### src/rtl/decodificador_segmentos_pkg.sv
// pacote_segmentos: constants shared with the encoder/display block.
//   SEG_*       : segment patterns {a,b,c,d,e,f,g} for each 2-bit code and blank
//   dec_t       : result of decodifica() {valido, apagado, code}
//   estado_t    : output register state (VAZIO = empty, CHEIO = holding a code)
package pacote_segmentos;

  localparam logic [6:0] SEG_00      = 7'b0001100;
  localparam logic [6:0] SEG_01      = 7'b1111010;
  localparam logic [6:0] SEG_10      = 7'b1111100;
  localparam logic [6:0] SEG_11      = 7'b1110011;
  localparam logic [6:0] SEG_APAGADO = 7'b0000000;

  typedef struct packed {
    logic       valido;
    logic       apagado;
    logic [1:0] code;
  } dec_t;

  typedef enum logic {VAZIO = 1'b0, CHEIO = 1'b1} estado_t;

  function automatic dec_t decodifica(input logic [6:0] seg);
    dec_t r;
    r = '0;
    case (seg)
      SEG_00:      begin r.valido = 1'b1; r.code = 2'b00; end
      SEG_01:      begin r.valido = 1'b1; r.code = 2'b01; end
      SEG_10:      begin r.valido = 1'b1; r.code = 2'b10; end
      SEG_11:      begin r.valido = 1'b1; r.code = 2'b11; end
      SEG_APAGADO: r.apagado = 1'b1;
      default:     r = '0;
    endcase
    return r;
  endfunction

endpackage

### src/rtl/decodificador_segmentos_if.sv
// Output side of the segment decoder: code, valid/ready handshake and flags.
//   master : driven by the decoder (y1, y0, y_valid, erro, sobrecarga), samples y_ready
//   slave  : consumer view, drives y_ready
interface decodificador_segmentos_if;
  logic y1;
  logic y0;
  logic y_valid;
  logic y_ready;
  logic erro;
  logic sobrecarga;

  modport master (output y1, y0, y_valid, erro, sobrecarga, input y_ready);
  modport slave  (input y1, y0, y_valid, erro, sobrecarga, output y_ready);
endinterface

### src/rtl/decodificador_segmentos_sincronizador.sv
// sincronizador: W-bit two-flop synchroniser for asynchronous inputs.
//   clk, rst : clock, async active-high reset (clears both stages)
//   d        : asynchronous input bits
//   q        : synchronised output (second stage)
module sincronizador #(
  parameter int W = 7
) (
  input  logic         clk,
  input  logic         rst,
  input  logic [W-1:0] d,
  output logic [W-1:0] q
);

  logic [W-1:0] s1_q, s2_q;

  always_ff @(posedge clk or posedge rst) begin
    if (rst) begin
      s1_q <= '0;
      s2_q <= '0;
    end else begin
      s1_q <= d;
      s2_q <= s1_q;
    end
  end

  assign q = s2_q;

endmodule

### src/rtl/decodificador_segmentos.sv
// decodificador_segmentos: reader side of the 7-segment status link.
//   clk, rst      : clock, async active-high reset
//   seg_a..seg_g  : asynchronous segment lines, vector {a..g} = [6:0]
//   y (master)    : decoded code {y1,y0} with y_valid/y_ready handshake,
//                   erro (one-cycle invalid-pattern pulse), sobrecarga (sticky drop flag)
// Segments are synchronised, debounced for STABLE_CYCLES samples, decoded once per
// stable pattern and held in a one-entry output register.
module decodificador_segmentos
  import pacote_segmentos::*;
#(
  parameter int STABLE_CYCLES = 4,
  parameter int CNT_W         = 3
) (
  input  logic clk,
  input  logic rst,
  input  logic seg_a,
  input  logic seg_b,
  input  logic seg_c,
  input  logic seg_d,
  input  logic seg_e,
  input  logic seg_f,
  input  logic seg_g,
  decodificador_segmentos_if.master y
);

  logic [6:0] seg_s;

  sincronizador #(.W(7)) u_sync (
    .clk (clk),
    .rst (rst),
    .d   ({seg_a, seg_b, seg_c, seg_d, seg_e, seg_f, seg_g}),
    .q   (seg_s)
  );

  // ---------------- debounce ----------------
  logic [6:0]       pat_d, pat_q;
  logic [CNT_W-1:0] cnt_d, cnt_q;
  logic             aceito;
  dec_t             dec;

  always_comb begin
    pat_d = pat_q;
    cnt_d = cnt_q;
    if (seg_s != pat_q) begin
      pat_d = seg_s;
      cnt_d = '0;
    end else if (cnt_q < CNT_W'(STABLE_CYCLES)) begin
      // saturating at STABLE_CYCLES keeps aceito from re-firing on a held pattern
      cnt_d = cnt_q + 1'b1;
    end
  end

  assign aceito = (seg_s == pat_q) && (cnt_q == CNT_W'(STABLE_CYCLES - 1));
  assign dec    = decodifica(pat_q);

  // ---------------- output register FSM ----------------
  estado_t    estado_d, estado_q;
  logic [1:0] code_d, code_q;
  logic       valid_d, valid_q;
  logic       erro_d, erro_q;
  logic       sobre_d, sobre_q;
  logic       carrega;

  assign carrega = aceito & dec.valido;

  always_comb begin
    estado_d = estado_q;
    code_d   = code_q;
    sobre_d  = sobre_q;
    erro_d   = aceito & ~dec.valido & ~dec.apagado;
    case (estado_q)
      VAZIO: begin
        if (carrega) begin
          code_d   = dec.code;
          estado_d = CHEIO;
        end
      end
      CHEIO: begin
        if (y.y_ready) begin
          // handshake frees the register; a same-cycle code refills it with no bubble
          if (carrega) code_d   = dec.code;
          else         estado_d = VAZIO;
        end else if (carrega) begin
          sobre_d = 1'b1;
        end
      end
      default: estado_d = VAZIO;
    endcase
    valid_d = (estado_d == CHEIO);
  end

  always_ff @(posedge clk or posedge rst) begin
    if (rst) begin
      pat_q    <= SEG_APAGADO;
      cnt_q    <= '0;
      estado_q <= VAZIO;
      code_q   <= 2'b00;
      valid_q  <= 1'b0;
      erro_q   <= 1'b0;
      sobre_q  <= 1'b0;
    end else begin
      pat_q    <= pat_d;
      cnt_q    <= cnt_d;
      estado_q <= estado_d;
      code_q   <= code_d;
      valid_q  <= valid_d;
      erro_q   <= erro_d;
      sobre_q  <= sobre_d;
    end
  end

  assign y.y1         = code_q[1];
  assign y.y0         = code_q[0];
  assign y.y_valid    = valid_q;
  assign y.erro       = erro_q;
  assign y.sobrecarga = sobre_q;

endmodule

### src/flat_wrapper.sv
// flat-port wrapper written by rule: the top's interface ports become plain ports
module decodificador_segmentos_flat import pacote_segmentos::*;
#(
  parameter int STABLE_CYCLES = 4,
  parameter int CNT_W         = 3
)
  (clk, rst, seg_a, seg_b, seg_c, seg_d, seg_e, seg_f, seg_g, y_y1, y_y0, y_y_valid, y_erro, y_sobrecarga, y_y_ready);
  decodificador_segmentos_if y_i ();
  input  logic clk;
  input  logic rst;
  input  logic seg_a;
  input  logic seg_b;
  input  logic seg_c;
  input  logic seg_d;
  input  logic seg_e;
  input  logic seg_f;
  input  logic seg_g;
  output wire logic [$bits(y_i.y1)-1:0] y_y1;
  output wire logic [$bits(y_i.y0)-1:0] y_y0;
  output wire logic [$bits(y_i.y_valid)-1:0] y_y_valid;
  output wire logic [$bits(y_i.erro)-1:0] y_erro;
  output wire logic [$bits(y_i.sobrecarga)-1:0] y_sobrecarga;
  input wire logic [$bits(y_i.y_ready)-1:0] y_y_ready;
  assign y_y1 = y_i.y1;
  assign y_y0 = y_i.y0;
  assign y_y_valid = y_i.y_valid;
  assign y_erro = y_i.erro;
  assign y_sobrecarga = y_i.sobrecarga;
  assign y_i.y_ready = y_y_ready;
  decodificador_segmentos #(.STABLE_CYCLES(STABLE_CYCLES), .CNT_W(CNT_W)) u_core (.clk(clk), .rst(rst), .seg_a(seg_a), .seg_b(seg_b), .seg_c(seg_c), .seg_d(seg_d), .seg_e(seg_e), .seg_f(seg_f), .seg_g(seg_g), .y(y_i));
endmodule
### config.mk
export PLATFORM = sky130hd
export DESIGN_NAME = decodificador_segmentos_flat
export DESIGN_NICKNAME = d
export VERILOG_FILES = /design/src/rtl/decodificador_segmentos_pkg.sv /design/src/rtl/decodificador_segmentos_if.sv /design/src/rtl/decodificador_segmentos_sincronizador.sv /design/src/rtl/decodificador_segmentos.sv /design/src/flat_wrapper.sv
export SDC_FILE = /design/constraint.sdc
export NUM_CORES = 1
export LEC_CHECK = 0
export CORE_MARGIN = 5
export CORE_UTILIZATION = 50
export CTS_BUF_LIST = sky130_fd_sc_hd__clkbuf_16
export DETAILED_ROUTE_END_ITERATION = 12
export PLACE_DENSITY = 0.73
export SLEW_MARGIN = 20
export SYNTH_ARGS = -nofsm -noshare
export SYNTH_HDL_FRONTEND = slang
export SYNTH_SLANG_ARGS = --single-unit
### constraint.sdc
create_clock -name clk -period 3.2 [get_ports clk]
set_clock_uncertainty 0.05 [all_clocks]
set_input_delay 0.48 -clock clk [delete_from_list [all_inputs] [get_ports clk]]
set_output_delay 0.48 -clock clk [all_outputs]
set_load 0.02 [all_outputs]
# ---- Word-level counts from Yosys, hierarchy flattened
# Cells that the tools add are included.
dict set report totals {
  out_inout_bits 5
  register_bits 29
  elab_cells 41
  in_bits 10
}
dict set report op_classes {
  n_reduce_logical 5
  add_sub_neg 1
  n_mux 11
  eq_ne 8
  bitwise_logic 7
  magnitude_cmp 1
}
# op count
set op_table {}
lappend op_table {{$eq A7 B7 Y1 const B} 3}
lappend op_table {{$eq A7 B4 Y1 const B} 1}
lappend op_table {{$eq A7 B7 Y1} 1}
lappend op_table {{$logic_not A7 Y1} 1}
lappend op_table {{$ne A7 B7 Y1} 1}
lappend op_table {{$mux W3} 2}
lappend op_table {{$pmux W2 S3} 1}
lappend op_table {{$mux W1} 4}
lappend op_table {{$mux W2} 2}
lappend op_table {{$not A1 Y1} 4}
lappend op_table {{$pmux W2 S2} 1}
lappend op_table {{$reduce_or A4 Y1} 1}
lappend op_table {{$add A3 B1 Y3 const B} 1}
lappend op_table {{$and A1 B1 Y1} 3}
lappend op_table {{$eq A3 B2 Y1 const B} 1}
lappend op_table {{$lt A3 B3 Y1 const B} 1}
lappend op_table {{$reduce_and A3 Y1} 1}
lappend op_table {{$ne A2 B2 Y1 const B} 1}
lappend op_table {{$pmux W1 S2} 1}
lappend op_table {{$reduce_bool A2 Y1} 1}
lappend op_table {{$logic_and A1 B1 Y1} 1}

# ---- Depth between registers and ports, before layout
# Gate-level depths: netlist (run 1).
dict set report depth {
  word_depth 7
  ltp_mapped 6
  ltp_nobuf 5
}

# ---- Hierarchy
# From an unflattened synthesis (run 1), not the netlist that was laid out.
dict set report hier_totals {
  hier_cells 79
  area_unflattened_um2 1093.5
}
# mod seq_area_each_um2 cells_each area_each_um2 n_inst
set by_module_without_submodules {}
lappend by_module_without_submodules {decodificador_segmentos 375.4 64 739.5 1}
lappend by_module_without_submodules {sincronizador 350.3 15 354.1 1}

# ---- Least setup slack after synthesis (run 1)
# No wires, ideal clock.
dict set report synth_timing {
  kind {register to register}
  from {register u_core.pat_q[1]}
  to {register u_core.code_q[0]}
  synth_period_minus_slack_ns 1.712
  path_stages_with_launch 7
  slack_ns 1.488
  setup_time_ns 0.125
  path_buffers 1
  t_arrival_ns 1.537
  t_required_ns 3.025
  path_cell_list {dfrtp_1 -> buf_6 -> xor2_1 -> nor4_4 -> and4_4 -> nand4_4 -> mux2_4}
}
dict set report synth_via {
  elab_chain_len 7
  elab_cells_between_ends 13
  classes_between {5 x eq/ne; 5 x mux; 1 x bitwise; 2 x reduce/logical}
}
# element line_no
set synth_lines {}
lappend synth_lines {{from (decl)} decodificador_segmentos.sv:36} ;# logic [6:0] pat_d, pat_q;
lappend synth_lines {{from (signal assigned)} decodificador_segmentos.sv:102} ;# pat_q <= pat_d;
lappend synth_lines {{$eq A7 B4 Y1 or $eq A7 B7 Y1 (tied branches)} decodificador_segmentos_pkg.sv:24} ;# case (seg)
lappend synth_lines {{$reduce_or A4 Y1 (no line)} -}
lappend synth_lines {{$mux W1} decodificador_segmentos_pkg.sv:24}
lappend synth_lines {{$and A1 B1 Y1} decodificador_segmentos.sv:64} ;# assign carrega = aceito & dec.valido;
lappend synth_lines {{$mux W2 *} {decodificador_segmentos.sv:73, decodificador_segmentos.sv:81}}
lappend synth_lines {{$mux W2} decodificador_segmentos.sv:79} ;# if (y.y_ready) begin
lappend synth_lines {{$pmux W2 S2 *} decodificador_segmentos.sv:71} ;# case (estado_q)
lappend synth_lines {{to (signal assigned)} decodificador_segmentos.sv:105} ;# code_q <= code_d;
lappend synth_lines {{to (decl)} decodificador_segmentos.sv:58} ;# logic [1:0] code_d, code_q;
# Every way passes the cells marked *; elsewhere a longest branch is shown, timed or not. The select of a mux whose other input is x is not followed.
# A chain may end at the register's enable or synchronous reset.

# ---- Worst setup path in the final report (run 1)
dict set report layout_timing {
  from {register u_core.pat_q[0]}
  to {register u_core.code_q[1]}
}
# Same word-level chain as after synthesis.

==> results.md, run 1 <==
* Status: finished clean
* CTS resizes at 0
* Number of synthesized flops with an enable pin at 0
* Largest net degree at the start of global routing at 30
* Area Overhead vs Synth at 24.45%
* Hold Fails Final Rpt at 0
* Root buf cell: clkbuf_16
* Post-DP HPWL at 1279 um
* Worst slew pin tran at 0.3611 ns
* Crit path kind: flip-flop to flip-flop
* Inst Count DP at 118
* Post-synth top cells: dfrtp_1, clkbuf_1, xor2_1
* Startpoint types: flip-flop
* Overall routing resource usage at 0.1298
* Routed len/inst at 14.08 um
* Via count at 647
* Non-filler cells, final at 125
* Leak pwr at 0.6394 nW
* Most used DFF post-synth: dfrtp_1
* Clock Path Buffers at 2
* Flops & latches, synth at 29
* CTS tree: built
* Setup TNS at 0 ns
* Cell taking the most area after synthesis: dfrtp_1
* Achievable Freq at 0.5592 GHz
* CP arrival at 1.89 ns
* Port Buf Inserts at 14
* Critical Path RT at 3.30 ns
* Remaining antenna violation count at 0
* Clock latency on the worst-skew pair at 0.27 ns
* RSZ-0062 raised after global routing: false
* Cts bufs inserted at 5
* Final worst slack at 1.412 ns
* Path category of the worst min-delay check: flip-flop to flip-flop
* Cell Area, Placed at 1281 sq um
* Post-Synthesis Cells at 83
* Final wirelength at 1760 um
* Synthesized Nets at 95
* Final Net Count at 109
* Starting DRT DRC Count at 9
* Mux cell area share after synthesis at 0.03524
* Core Area at 2191 sq um
* Global route overflow at 0
* Worst VDD drop at 436.3 uV
* Final Critical Period at 1.788 ns
* XOR/XNOR Fraction of Synth Area at 0.07709
* Yosys cell types at 29
* Sequential-to-total area share from yosys stat at 0.6388
* Hold_ws at 0.2935 ns
* Post-placement setup slack at 1.413 ns
* Synth area leaders: dfrtp_1, xor2_1, xnor2_1
* Vias per cell at 5.176
* First-pass GRT wire length at 3077 um
* Post-route cell area at 1414 sq um
* Compound-Gate Fraction of Synth Area at 0.04736
* Most common cell in the netlist: dfrtp_1
* Final Wtd Congestion at 0.8401
* Adder-cell share of the synthesized area at 0.02203
* # IOs at 15
* Power Total at 842.2 uW
* Number of remaining DRC errors at 0
* Fillcell total at 168
* Share of post-route cells with drive strength above 1 at 0.1237
* Utilization after layout at 0.6453
* Largest family of logic cells by synthesized area: simple AND/OR/NAND/NOR gates
* Slowest stage delay, CP at 0.43 ns
* Hold Buf Count CTS at 0
* Drt pass-1 iters at 4
* Final period util at 0.5588
* # diodes at 0
* Post-CTS setup buffer count at 0
* Number of global-route vias before repair at 743
* Clk slew on worst S/H paths at 0.04 ns
* # clock sinks at 29
* Max Cap Viol at 0
* Die area at 3325 sq um
* CP endpoint kind: flip-flop
* Row cnt at 17
* Cells along the critical path: xor2_1, nor4_4, and4_4, nand4_4, mux2_4
* Die W at 57.67 um
* H-Tree Depth at 2
* CP max FO at 5
* PD cells at 595.7 nW/um^2
* Die Y at 57.67 um
* Synth warn at 0
* Synthesized area at 1136 sq um
* Initial antenna violation count at 0
* Avg Cell Area, Syn at 13.69 sq um
* Crit-path slowest cell: dfrtp_1
* Synth top area share at 0.6388
* Slew Limit Fails at 0
* Rel. slew slack at 0.7593
* Starting Density at 0.5186
* Async SR Flop Fraction at 1.000
* Final setup violation count at 0
* Post-synthesis simple-gate area fraction at 0.1399
[worst max-delay path: cells and delay by family, from the launching register on]
family / cells / cell delay, ns
and+or+nand+nor: 3 / 0.67
muxes: 1 / 0.32
xor gates and xnor gates: 1 / 0.20
DFF: 1 / 0.43
[final timing paths]
check | start | endpoint | slack, ns | depth (start not counted)
max in group asynchronous | rst | u_core.pat_q[4]$_DFFE_PP0P_ | 2.30 | 3
min in group asynchronous | rst | u_core.u_sync.s1_q[2]$_DFF_PP0_ | 0.53 | 3
worst min register to register | u_core.u_sync.s1_q[1]$_DFF_PP0_ | u_core.u_sync.q[1]$_DFF_PP0_ | 0.29 | 0
worst max register to register | u_core.pat_q[0]$_DFFE_PP0P_ | u_core.code_q[1]$_DFFE_PP0P_ | 1.41 | 5
worst min-delay path | u_core.u_sync.s1_q[1]$_DFF_PP0_ | u_core.u_sync.q[1]$_DFF_PP0_ | 0.29 | 0
worst max-delay path | u_core.pat_q[0]$_DFFE_PP0P_ | u_core.code_q[1]$_DFFE_PP0P_ | 1.41 | 5
[state kept, by name, indices dropped and copies added (netlist names)]
name and cells:
u_core.cnt_q 3, u_core.code_q 2, u_core.estado_q 1, u_core.pat_q 7
u_core.u_sync.q 7, u_core.u_sync.s1_q 7, u_core.y.erro 1, u_core.y.sobrecarga 1
[cell type report]
type	count	area [sq um]	share of cell area
Inverter	2	7.507	0.005310
Clock inverter	2	7.507	0.005310
Timing Repair Buffer	15	147.6	0.1044
Tap cell	28	35.03	0.02478
Sequential cell	29	725.7	0.5133
Clock buffer	5	125.1	0.08850
Multi-Input combinational cell	44	365.4	0.2584
[cell families (layout without fill, tap and decap cells)]
| kind of cell | count (synthesis) | in the layout |
|---|---|---|
| compound gates | 7 | 7 |
| xor+xnor | 10 | 10 |
| fa+ha+maj | 2 | 2 |
| buf+inv | 10 | 24 |
| flops | 29 | 29 |
| mux | 3 | 3 |
| simple gates | 22 | 22 |
[cell usage in the layout, fill, tap and decap left out, types with 2 or more instances in the layout]
master and n:
nor3_1 3, dfrtp_1 29, xor2_1 6, ha_1 2
clkbuf_16 5, mux2_4 2, nor2_1 3, inv_1 3
nand3_1 2, nand2_1 3, xnor2_1 4, a21oi_1 3
clkdlybuf4s50_1 14
[report_power, final]
part / internal (mW) / switching, mW / total [mW] / leakage, nW
logic: 0.0212 / 0.0191 / 0.0403 / 0.214
registers: 0.382 / 0.0111 / 0.393 / 0.356
clock network: 0.275 / 0.134 / 0.409 / 0.0685
total: 0.678 / 0.164 / 0.842 / 0.639
[layer usage]
metal  global-route usage  vias to the layer above  share of wire  wire length, um
li1                     -                      302              -                -
met1               0.1345                      319           0.41              713
met2               0.2210                       21           0.51              899
met3              0.06904                        5          0.066              116
met4              0.04967                        0          0.017               30
met5                    0                        -              0                0
No activity file was read; power rests on OpenSTA's default activity.
==> run 2, diff against run 1 <==
- CORE_UTILIZATION: 50 -> 47
- PLACE_DENSITY: 0.73 -> 0.72
- clock period: 3.2 -> 1.6 ns (I/O delays scaled with it)
==> run 2 against run 1 <==
Compared with the run above: the flow now finishes with violations (negative setup slack); hold slack lost 0.011 ns; fmax is 2.4% higher; sequential share of layout area shrank 4.4 points; critical endpoint is now u_core.code_q[0]$_DFFE_PP0P_; count of clock-buffer cells in the layout unchanged; setup slack lost 1.6 ns; clock power increased by 150%; die area rose by 5.3%; non-clock buffer count is 12 higher; utilization rose by 4.1 points; via count up 7.9%; cell area up 9.5%; sequential cell count stayed put.
==> results.md, run 2 (synthesis results as in run 1) <==
* Failing checks: negative setup slack
* Startpoint types: flip-flop
* Crit path kind: flip-flop to flip-flop
* First-pass GRT wire length at 3111 um (+1.1%)
* PD cells at 1223 nW/um^2 (+110%)
* CP arrival at 1.85 ns (-0.04 ns)
* Starting DRT DRC Count at 6 (-3)
* Final Critical Period at 1.746 ns (-0.04250 ns)
* # clock sinks at 29 (unchanged)
* Global route overflow at 0 (unchanged)
* Root buf cell: clkbuf_16
* Number of global-route vias before repair at 735 (-1.1%)
* # IOs at 15 (unchanged)
* Fillcell total at 170 (+1.2%)
* CTS tree: built
* RSZ-0062 raised after global routing: true
* Die area at 3501 sq um (+5.3%)
* Slew Limit Fails at 0 (unchanged)
* Register Area at 725.7 sq um (unchanged)
* Vias per cell at 5.058 (-2.3%)
* Via count at 698 (+7.9%)
* Final worst slack at -0.1457 ns (-1.558 ns)
* Overall routing resource usage at 0.1259 (-0.003924)
* Area Overhead vs Synth at 36.23%
* Initial antenna violation count at 0 (unchanged)
* Clock latency on the worst-skew pair at 0.27 ns (about the same)
* Reg2reg path depth at 5 (unchanged)
* Achievable Freq at 0.5728 GHz (+2.4%)
* H-Tree Depth at 2 (unchanged)
* Post-DP HPWL at 1348 um (+5.4%)
* Final Net Count at 121 (+11%)
* Status: finished, violations left
* Commonest non-fill, non-tap cells in the layout: dfrtp_1, clkdlybuf4s50_1, buf_4, xor2_1, clkbuf_16
* Row cnt at 17 (unchanged)
* Hold_ws at 0.2821 ns (-0.01138 ns)
* R2R Path End: u_core.code_q[0]$_DFFE_PP0P_
* Clock Path Buffers at 2 (unchanged)
* Footprint of the multi-input gates at 379.1 sq um (+3.8%)
* FF-to-FF Start: u_core.pat_q[5]$_DFFE_PP0P_
* Critical Path RT at 1.70 ns (-1.60 ns)
* Die Y at 59.17 um (+2.6%)
* Routed len/inst at 13.67 um (-2.9%)
* Max Cap Viol at 0 (unchanged)
* Final period util at 1.091 (+0.5323)
* Drt pass-1 iters at 2 (-2)
* Commonest non-fill, non-tap cell in the layout: dfrtp_1
* Reg2Reg Setup Slack at -0.15 ns (-1.56 ns)
* Clk slew on worst S/H paths at 0.05 ns (about the same)
* Number of remaining DRC errors at 0 (unchanged)
* Share of post-route cells with drive strength above 1 at 0.2455 (+0.1217)
* Final setup violation count at 4 (+4)
* Final Wtd Congestion at 0.7277 (-13%)
* CP max FO at 3 (-2)
* Die W at 59.17 um (+2.6%)
* Worst VDD drop at 1140 uV (+160%)
* Hold Fails Final Rpt at 0 (unchanged)
* Worst slew pin tran at 0.3525 ns (-0.008562 ns)
* Rel. slew slack at 0.7650 (+0.005708)
* Port Buf Inserts at 14 (unchanged)
* Core Area at 2255 sq um (+2.9%)
* Setup TNS at -0.2969 ns (-0.2969 ns)
* Cts bufs inserted at 5 (unchanged)
* # diodes at 0 (unchanged)
* Path category of the worst min-delay check: input port to asynchronous set/reset pin
* CP endpoint kind: flip-flop
* Starting Density at 0.5039 (-0.01468)
* Remaining antenna violation count at 0 (unchanged)
* Largest net degree at the start of global routing at 30 (unchanged)
* Final wirelength at 1886 um (+7.2%)
* Leak pwr at 0.7144 nW (+12%)
run 2: cell types whose count changed in the layout (fill, tap and decap cells not counted):
cell,change
bufinv_16,+1
buf_4,+12
nor4_2,+1
nor4_1,-1
xor2_1,-1
xor2_2,+1
run 2: worst max-delay path by stage:
stage / start / end / slack [ns] / cells after the start
after floorplan: u_core.pat_q[0]$_DFFE_PP0P_ / u_core.code_q[0]$_DFFE_PP0P_ / -0.09 / 5
after global placement: u_core.pat_q[5]$_DFFE_PP0P_ / u_core.code_q[1]$_DFFE_PP0P_ / -0.09 / 5
after detailed placement: u_core.pat_q[5]$_DFFE_PP0P_ / u_core.code_q[0]$_DFFE_PP0P_ / -0.15 / 5
after CTS: u_core.pat_q[5]$_DFFE_PP0P_ / u_core.code_q[0]$_DFFE_PP0P_ / -0.14 / 5
after global routing: u_core.pat_q[5]$_DFFE_PP0P_ / u_core.code_q[0]$_DFFE_PP0P_ / -0.22 / 5
final: u_core.pat_q[5]$_DFFE_PP0P_ / u_core.code_q[0]$_DFFE_PP0P_ / -0.15 / 5
run 2: final cells by class:
type | instances | area share
clock inverter | 3 | 0.02425
clock buffer | 5 | 0.08084
timing repair buffer | 27 | 0.1536
multi-input combinational | 44 | 0.2449
sequential | 29 | 0.4689
tap | 28 | 0.02264
inverter | 2 | 0.004850
run 2: timing repair:
| action | CTS | global route |
|---|---|---|
| pin swaps | 3 | 0 |
| gates resized for setup | 0 | 1 |
| hold buffers | 0 | 0 |
| buffers inserted | 1 | 0 |
| endpoints found under the setup margin | 4 | 5 |
run 2: routing by layer:
layer  up-vias  GRT usage  wire length [um]
met4         0    0.06796                37
met5         -          0                 0
met2        18     0.2192              1021
li1        329          -                 -
met3         5    0.05664               126
met1       346     0.1238               701
run 2: through the flow:
step / std cells / utilization / total power, mW / area [sq um] / setup slack (ns)
after floorplan: 83 / - / 0.8507 / 1144 / -0.08890
after global placement: 129 / 0.6082 / 0.8927 / 1371 / -0.09125
after detailed placement: 129 / 0.6082 / 0.8969 / 1371 / -0.1471
after CTS: 138 / 0.6837 / 1.914 / 1541 / -0.1437
after global routing: 138 / 0.6865 / 1.962 / 1548 / -0.2170
final: 138 / 0.6865 / 1.893 / 1548 / -0.1457
run 2: worst max-delay path: stages (launching register included):
cell and delay, ns:
dfrtp_1 0.40, xor2_1 0.19, nor4_4 0.29, and4_4 0.28, nand4_4 0.11, mux2_4 0.32
run 2: where the power goes:
group	leakage (nW)	total (mW)	internal, mW	switching [mW]
clock	0.0826	1.01	0.719	0.287
sequential	0.356	0.782	0.763	0.0189
combinational	0.275	0.105	0.0584	0.0470
total	0.714	1.89	1.54	0.353
